<file path="src/rtl/miim_arb_pkg.sv">
// Shared definitions for the MIIM round-robin scheduler: FSM states,
// command-word field positions and counter widths.
package miim_arb_pkg;

   typedef enum logic [1:0] {
      ST_IDLE,
      ST_ISSUE,
      ST_RUN,
      ST_GAP
   } state_t;

   // Requester command word layout
   localparam int CMD_WR_BIT   = 31;
   localparam int CMD_PHY_MSB  = 30;
   localparam int CMD_PHY_LSB  = 26;
   localparam int CMD_REG_MSB  = 25;
   localparam int CMD_REG_LSB  = 21;
   localparam int CMD_DATA_MSB = 15;
   localparam int CMD_DATA_LSB = 0;

   // Transaction timeout counter and inter-transaction gap counter widths
   localparam int TMO_W = 16;
   localparam int GAP_W = 4;

endpackage

</file>
<file path="src/rtl/miim_rr_scheduler_if.sv">
// Requester-side and eth_miim-side signals of the MIIM scheduler.
// slave = scheduler view, master = requesters plus management engine.
interface miim_rr_scheduler_if #(
   parameter int N_REQ = 3
) ();

   logic [N_REQ-1:0]    req_valid;
   logic [32*N_REQ-1:0] req_cmd;
   logic [N_REQ-1:0]    rsp_done;
   logic                rsp_err;
   logic [15:0]         rsp_rdata;
   logic [N_REQ-1:0]    grant;
   logic                miim_wctrl;
   logic                miim_rstat;
   logic [4:0]          miim_fiad;
   logic [4:0]          miim_rgad;
   logic [15:0]         miim_ctrl;
   logic                miim_busy;
   logic                miim_wstart;
   logic                miim_rstart;
   logic                miim_rupd;
   logic [15:0]         miim_prsd;

   modport slave (
      input  req_valid, req_cmd, miim_busy, miim_wstart, miim_rstart, miim_rupd, miim_prsd,
      output rsp_done, rsp_err, rsp_rdata, grant,
             miim_wctrl, miim_rstat, miim_fiad, miim_rgad, miim_ctrl
   );

   modport master (
      output req_valid, req_cmd, miim_busy, miim_wstart, miim_rstart, miim_rupd, miim_prsd,
      input  rsp_done, rsp_err, rsp_rdata, grant,
             miim_wctrl, miim_rstat, miim_fiad, miim_rgad, miim_ctrl
   );

endinterface

</file>
<file path="src/rtl/rr_pick.sv">
// Combinational round-robin picker: first asserted request at or after
// the pointer, wrapping around. Returns one-hot, index and any-valid.
module rr_pick #(
   parameter  int N_REQ = 3,
   localparam int IW    = $clog2(N_REQ)
) (
   input  logic [N_REQ-1:0] req,
   input  logic [IW-1:0]    ptr,
   output logic [N_REQ-1:0] gnt,
   output logic [IW-1:0]    idx,
   output logic             any
);

   logic [IW-1:0] cand;

   // Scan from the pointer position, keep the first hit
   always_comb begin
      gnt  = '0;
      idx  = '0;
      any  = 1'b0;
      cand = '0;
      for (int unsigned i = 0; i < N_REQ; i++) begin
         cand = IW'((32'(ptr) + i) % N_REQ);
         if (!any && req[cand]) begin
            gnt[cand] = 1'b1;
            idx       = cand;
            any       = 1'b1;
         end
      end
   end

endmodule

</file>
<file path="src/rtl/miim_rr_scheduler.sv">
// Shares one eth_miim engine among N_REQ requesters, one MDIO command at a
// time, round-robin, with a forced idle gap and a transaction timeout.
module miim_rr_scheduler
   import miim_arb_pkg::*;
#(
   parameter int N_REQ       = 3,
   parameter int GAP_CYC     = 3,
   parameter int TIMEOUT_CYC = 4096
) (
   input  logic                clk,
   input  logic                reset,
   miim_rr_scheduler_if.slave  bus
);

   localparam int IW = $clog2(N_REQ);

   state_t            state_q, state_d;
   logic [IW-1:0]     ptr_q;
   logic [N_REQ-1:0]  pick_oh;
   logic [IW-1:0]     pick_idx;
   logic              pick_any;
   logic [31:0]       sel_cmd;
   logic              is_wr_q;
   logic              rupd_seen_q;
   logic [TMO_W-1:0]  tmo_q;
   logic [GAP_W-1:0]  gap_q;
   logic              start_ok;
   logic              issue_ack;
   logic              xfer_done;
   logic              tmo_hit;
   logic              gap_last;
   logic              unused_cmd_bits;

   rr_pick #(.N_REQ(N_REQ)) u_pick (
      .req (bus.req_valid),
      .ptr (ptr_q),
      .gnt (pick_oh),
      .idx (pick_idx),
      .any (pick_any)
   );

   // Command word of the current round-robin winner
   always_comb begin
      sel_cmd = '0;
      for (int unsigned i = 0; i < N_REQ; i++) begin
         if (pick_idx == IW'(i))
            sel_cmd = bus.req_cmd[32*i +: 32];
      end
   end

   assign unused_cmd_bits = ^sel_cmd[20:16];

   // State register
   always_ff @(posedge clk) begin
      if (reset)
         state_q <= ST_IDLE;
      else
         state_q <= state_d;
   end

   // Next-state logic; in ISSUE a timeout beats a late start strobe so the
   // counter can never run past its terminal value
   always_comb begin
      start_ok  = pick_any & ~bus.miim_busy;
      issue_ack = is_wr_q ? bus.miim_wstart : bus.miim_rstart;
      xfer_done = ~bus.miim_busy & (is_wr_q | rupd_seen_q | bus.miim_rupd);
      tmo_hit   = (tmo_q == TMO_W'(TIMEOUT_CYC - 1));
      gap_last  = (({1'b0, gap_q} + 5'd1) >= 5'(GAP_CYC));
      state_d   = state_q;
      case (state_q)
         ST_IDLE:  if (start_ok) state_d = ST_ISSUE;
         ST_ISSUE: begin
            if (tmo_hit)        state_d = ST_GAP;
            else if (issue_ack) state_d = ST_RUN;
         end
         ST_RUN:   if (xfer_done || tmo_hit) state_d = ST_GAP;
         ST_GAP:   if (gap_last) state_d = ST_IDLE;
         default:  state_d = ST_IDLE;
      endcase
   end

   // Registered outputs, command latches, pointer and counters
   always_ff @(posedge clk) begin
      if (reset) begin
         ptr_q          <= '0;
         is_wr_q        <= 1'b0;
         rupd_seen_q    <= 1'b0;
         tmo_q          <= '0;
         gap_q          <= '0;
         bus.grant      <= '0;
         bus.rsp_done   <= '0;
         bus.rsp_err    <= 1'b0;
         bus.rsp_rdata  <= '0;
         bus.miim_wctrl <= 1'b0;
         bus.miim_rstat <= 1'b0;
         bus.miim_fiad  <= '0;
         bus.miim_rgad  <= '0;
         bus.miim_ctrl  <= '0;
      end else begin
         bus.rsp_done <= '0;
         case (state_q)
            ST_IDLE: begin
               if (start_ok) begin
                  bus.grant      <= pick_oh;
                  ptr_q          <= (pick_idx == IW'(N_REQ - 1)) ? '0 : pick_idx + 1'b1;
                  is_wr_q        <= sel_cmd[CMD_WR_BIT];
                  bus.miim_wctrl <= sel_cmd[CMD_WR_BIT];
                  bus.miim_rstat <= ~sel_cmd[CMD_WR_BIT];
                  bus.miim_fiad  <= sel_cmd[CMD_PHY_MSB:CMD_PHY_LSB];
                  bus.miim_rgad  <= sel_cmd[CMD_REG_MSB:CMD_REG_LSB];
                  bus.miim_ctrl  <= sel_cmd[CMD_DATA_MSB:CMD_DATA_LSB];
                  rupd_seen_q    <= 1'b0;
                  tmo_q          <= '0;
               end
            end
            ST_ISSUE, ST_RUN: begin
               tmo_q <= tmo_q + 1'b1;
               if (state_q == ST_RUN && !is_wr_q && bus.miim_rupd && !(tmo_hit && !xfer_done)) begin
                  bus.rsp_rdata <= bus.miim_prsd;
                  rupd_seen_q   <= 1'b1;
               end
               if (state_d == ST_GAP) begin
                  bus.miim_wctrl <= 1'b0;
                  bus.miim_rstat <= 1'b0;
                  bus.rsp_done   <= bus.grant;
                  bus.rsp_err    <= (state_q == ST_ISSUE) | ~xfer_done;
                  bus.grant      <= '0;
                  gap_q          <= '0;
               end else if (state_d == ST_RUN) begin
                  bus.miim_wctrl <= 1'b0;
                  bus.miim_rstat <= 1'b0;
               end
            end
            ST_GAP: begin
               if (!gap_last)
                  gap_q <= gap_q + 1'b1;
            end
            default: ;
         endcase
      end
   end

endmodule

</file>
<file path="src/flat_wrapper.sv">
// flat-port wrapper written by rule: the top's interface ports become plain ports
module miim_rr_scheduler_flat import miim_arb_pkg::*;
#(
   parameter int N_REQ       = 3,
   parameter int GAP_CYC     = 3,
   parameter int TIMEOUT_CYC = 4096
)
  (clk, reset, bus_req_valid, bus_req_cmd, bus_miim_busy, bus_miim_wstart, bus_miim_rstart, bus_miim_rupd, bus_miim_prsd, bus_rsp_done, bus_rsp_err, bus_rsp_rdata, bus_grant, bus_miim_wctrl, bus_miim_rstat, bus_miim_fiad, bus_miim_rgad, bus_miim_ctrl);
  miim_rr_scheduler_if #(.N_REQ(N_REQ)) bus_i ();
  input  logic clk;
  input  logic reset;
  input wire logic [$bits(bus_i.req_valid)-1:0] bus_req_valid;
  input wire logic [$bits(bus_i.req_cmd)-1:0] bus_req_cmd;
  input wire logic [$bits(bus_i.miim_busy)-1:0] bus_miim_busy;
  input wire logic [$bits(bus_i.miim_wstart)-1:0] bus_miim_wstart;
  input wire logic [$bits(bus_i.miim_rstart)-1:0] bus_miim_rstart;
  input wire logic [$bits(bus_i.miim_rupd)-1:0] bus_miim_rupd;
  input wire logic [$bits(bus_i.miim_prsd)-1:0] bus_miim_prsd;
  output wire logic [$bits(bus_i.rsp_done)-1:0] bus_rsp_done;
  output wire logic [$bits(bus_i.rsp_err)-1:0] bus_rsp_err;
  output wire logic [$bits(bus_i.rsp_rdata)-1:0] bus_rsp_rdata;
  output wire logic [$bits(bus_i.grant)-1:0] bus_grant;
  output wire logic [$bits(bus_i.miim_wctrl)-1:0] bus_miim_wctrl;
  output wire logic [$bits(bus_i.miim_rstat)-1:0] bus_miim_rstat;
  output wire logic [$bits(bus_i.miim_fiad)-1:0] bus_miim_fiad;
  output wire logic [$bits(bus_i.miim_rgad)-1:0] bus_miim_rgad;
  output wire logic [$bits(bus_i.miim_ctrl)-1:0] bus_miim_ctrl;
  assign bus_i.req_valid = bus_req_valid;
  assign bus_i.req_cmd = bus_req_cmd;
  assign bus_i.miim_busy = bus_miim_busy;
  assign bus_i.miim_wstart = bus_miim_wstart;
  assign bus_i.miim_rstart = bus_miim_rstart;
  assign bus_i.miim_rupd = bus_miim_rupd;
  assign bus_i.miim_prsd = bus_miim_prsd;
  assign bus_rsp_done = bus_i.rsp_done;
  assign bus_rsp_err = bus_i.rsp_err;
  assign bus_rsp_rdata = bus_i.rsp_rdata;
  assign bus_grant = bus_i.grant;
  assign bus_miim_wctrl = bus_i.miim_wctrl;
  assign bus_miim_rstat = bus_i.miim_rstat;
  assign bus_miim_fiad = bus_i.miim_fiad;
  assign bus_miim_rgad = bus_i.miim_rgad;
  assign bus_miim_ctrl = bus_i.miim_ctrl;
  miim_rr_scheduler #(.N_REQ(N_REQ), .GAP_CYC(GAP_CYC), .TIMEOUT_CYC(TIMEOUT_CYC)) u_core (.clk(clk), .reset(reset), .bus(bus_i));
endmodule
</file>
<file path="config.mk">
export PLATFORM = sky130hd
export DESIGN_NAME = miim_rr_scheduler_flat
export DESIGN_NICKNAME = d
export VERILOG_FILES = /design/src/rtl/miim_arb_pkg.sv /design/src/rtl/miim_rr_scheduler_if.sv /design/src/rtl/rr_pick.sv /design/src/rtl/miim_rr_scheduler.sv /design/src/flat_wrapper.sv
export SDC_FILE = /design/constraint.sdc
export NUM_CORES = 1
export LEC_CHECK = 0
export BUFFER_PORTS_ARGS = -buffer_cell sky130_fd_sc_hd__buf_2
export CORE_UTILIZATION = 30
export DETAILED_ROUTE_END_ITERATION = 7
export GPL_TIMING_DRIVEN = 0
export PLACE_DENSITY = 0.52
export SLEW_MARGIN = 40
export SYNTH_ARGS = -nofsm -noshare
export SYNTH_HDL_FRONTEND = slang
export SYNTH_SLANG_ARGS = --single-unit
export TNS_END_PERCENT = 1
</file>
<file path="constraint.sdc">
create_clock -name clk -period 2.7 [get_ports clk]
set_input_delay 0.27 -clock clk [delete_from_list [all_inputs] [get_ports clk]]
set_output_delay 0.27 -clock clk [all_outputs]
set_load 0.01 [all_outputs]
</file>
==> reports/metrics.yaml <==
outcome:
  outcome: "finished clean"
grt:
  grt_start_max_net_pins: 14
  busiest_layer: "met2"
  grt-ovfl-total: 0
  grt_pass1_vias: 4059
  grtUsageMet3_pct: 4.610
  grt_pass1_wl_um: 19730
  met2_usage_pct: 28.32
  antenna_found_initial: 0
  met1_usage_pct: 21.04
  grt_usage_pct: 17.37
sta:
  hold_viol_final: 0
  finalSetupViolCount: 0
  slew_violations: 0
  worst_hold_slack_ns: 0.1649
  maxSlewHeadroom_pct: 61.33
  worstMarginPinSlew_ns: 0.5800
  fin_crit_ns: 2.596
  fmax_mhz: 385.3
  fin_skew_ns: 0.007566
  fin_ws_ns: 0.1043
  min_period_over_period_pct: 96.14
  rsz0062_at_grt: "yes"
logic_synthesis:
  synth_async_sr_flop_share_pct: 0
  synth_top_area_share_pct: 37.02
  syn_area_mm2: 0.004164
  synthCells: 470
  synthTopCellsByCount: "dfxtp_1 (77), nor2_1 (67), mux2i_1 (46)"
  yosysMostFrequentCell: "dfxtp_1"
  synth-seq-cells: 77
  synth_edf_count: 0
  ys_seq_area_share_pct: 37.02
  avgSynthCellArea_um2: 8.860
  synth_cell_type_count: 63
  synth_flop_cell: "dfxtp_1"
  yosys_warnings: 0
  synth_top_area_cell: "dfxtp_1"
  synth.area.top_cells: "dfxtp_1 (37%), mux2i_1 (11%), nor2_1 (6.0%), a22o_1 (5.5%), a21oi_1 (4.6%)"
  synth_nets: 604
clock_network:
  clkTransAtPathRegs_ns: 0.06
  cts-htree-levels: 3
  cts_hold_buffers: 0
  clock_latency_ns: 0.34
  cts_tree: "built"
  cts_buffers: 9
  clock-sinks: 77
  cts-root-buf: "clkbuf_16"
  cts_buffer_depth: 2
worst_setup_path:
  cpMostUsedCell: "buf_4"
  start_kind: "register"
  r2r-start: "u_core.ptr_q[0]"
  cp-end-kind: "register"
  critPathKind: "reg -> reg"
  cp.arrival_ns: 2.85
  cpPeakStageDelay_ns: 0.35
  cp_max_fo: 7
  critPathRequiredTime_ns: 2.96
  cp_slowest_cell: "dfxtp_2"
  startpoint: "u_core.ptr_q[0]"
  cp_cell_sequence: "inv_1 > ha_4 > mux2_2 > a222oi_1 > buf_4 > buf_4 > nand3_1 > a31o_2 > and2_4 > buf_6 > a311oi_2"
die:
  die_h_um: 119.8
  coreArea_mm2: 0.01340
  die-area_mm2: 0.01436
  row_count: 42
  io_pins: 172
  start_util_pct: 31.07
  die_width_um: 119.8
route:
  ant_nets: 0
  num_vias: 4106
  drt-initial-drc-count: 236
  drt-total-wl_um: 12050
  drt_pre_antenna_iters: 4
  wl_per_cell_um: 14.72
  viasPerCell: 5.013
  post-route-drc-count: 0
layout:
  layout.nets: 772
  design_area_mm2: 0.005597
  n_fill_cell: 1365
  areaGrowthSynthToFinish_pct: 34.41
  final_layout_size_suffix_gt1_share_pct: 33.75
  stdcell_count: 819
  antenna_cells: 0
place:
  dp.cells: 801
  post-place-ws_ns: -0.3009
  hpwl_um: 9229
  portBuffers: 155
  dpl_cell_area_mm2: 0.005160
  place_congestion: 0.8559
power_and_ir_drop:
  fin_total_pwr_mw: 4.965
  leakage_nw: 2.449
  peakVddDrop_mv: 0.3139
  power.density_mw_per_mm2: 887.1
worst_hold_path:
  hold_class: "in -> reg"
  hp-start: "bus_miim_prsd[7]"
flow_run:
  drv_cap: 0
## cells in the final DEF, fill, tap and decap left out, drive strengths merged, types with 4 or more instances in the layout
master	instances
ha	13
a21o	4
a31oi	6
a22o	26
buf	174
a2111oi	5
o211ai	5
nor3	5
dfxtp	77
mux2i	46
inv	16
and3	8
xnor2	10
or3	7
o21ai	15
a21oi	39
nand2	22
nor2	69
clkbuf	22
nand3	11
a211oi	6
and2	5
## final timing paths
kind	end	slack (ns)	depth (start not counted)
min reg2reg	u_core.bus.miim_ctrl[14]	0.48	1
min	u_core.bus.rsp_rdata[7]	0.16	3
max reg2reg	u_core.bus.rsp_err	0.10	11
max	u_core.bus.rsp_err	0.10	11
## registers in the layout, summed over array words and instances, names as in the netlist
name and count:
u_core.bus.grant 3, u_core.bus.miim_ctrl 16, u_core.bus.miim_fiad 5, u_core.bus.miim_rgad 5, u_core.bus.miim_rstat 1, u_core.bus.miim_wctrl 1, u_core.bus.rsp_done 3, u_core.bus.rsp_err 1
u_core.bus.rsp_rdata 16, u_core.gap_q 4, u_core.is_wr_q 1, u_core.ptr_q 2, u_core.rupd_seen_q 1, u_core.state_q 2, u_core.tmo_q 16
## power by group
part           internal (mW)  total, mW  switching, mW
clock                  0.838       1.33          0.490
combinational          0.918       2.15           1.23
sequential              1.34       1.49          0.151
total                   3.09       4.96           1.87
## logic make-up (layout without fill, tap and decap cells)
kind of cell / after synthesis / count (layout) / synth area share (%)
and+or+nand+nor: 150 / 150 / 17.85
AOI/OAI and AO/OA: 127 / 127 / 21.91
DFF: 77 / 77 / 37.02
muxes: 49 / 49 / 11.87
buffers and inverters: 44 / 217 / 5.348
adders and majority gates: 13 / 13 / 3.906
xor gates and xnor gates: 10 / 10 / 2.103
## critical path, delay by kind of cell, from the launching register on
kind,cells,cell delay [ns]
simple gates,2,0.24
compound gates,3,0.80
mux,1,0.33
buf+inv,4,0.49
fa+ha+maj,1,0.30
flops,1,0.35
## area by class of cell
class	instances	area (µm²)	area share, %
multi-input cells	349	2475	44.22
flip-flops and latches	77	1543	27.57
repair buffers	158	798.3	14.26
clock buffers	11	242.7	4.337
well taps	176	220.2	3.935
plain buffers	27	175.2	3.130
clock inverters	5	82.58	1.476
inverters	16	60.06	1.073
## what timing repair did
| item | CTS | global route |
|---|---|---|
| buffers inserted | 2 | 1 |
| resized for setup | 4 | 17 |
| endpoints found under the setup margin | 64 | 62 |
| pin swaps | 1 | 2 |
## layer usage
layer / wire, µm / vias up
met5: 0 / -
met2: 5568 / 152
met4: 238 / 0
met3: 859 / 17
li1: - / 2059
met1: 5385 / 1878
## through the flow
| stage | TNS, ns | util, % |
|---|---|---|
| after floorplan | 0 | - |
| after global placement | -9.499 | 38.51 |
| after detailed placement | -10.82 | 38.51 |
| after CTS | -0.02381 | 41.08 |
| after global routing | -0.2406 | 41.76 |
| final | 0 | 41.76 |
(Power assumes the default switching activity.)
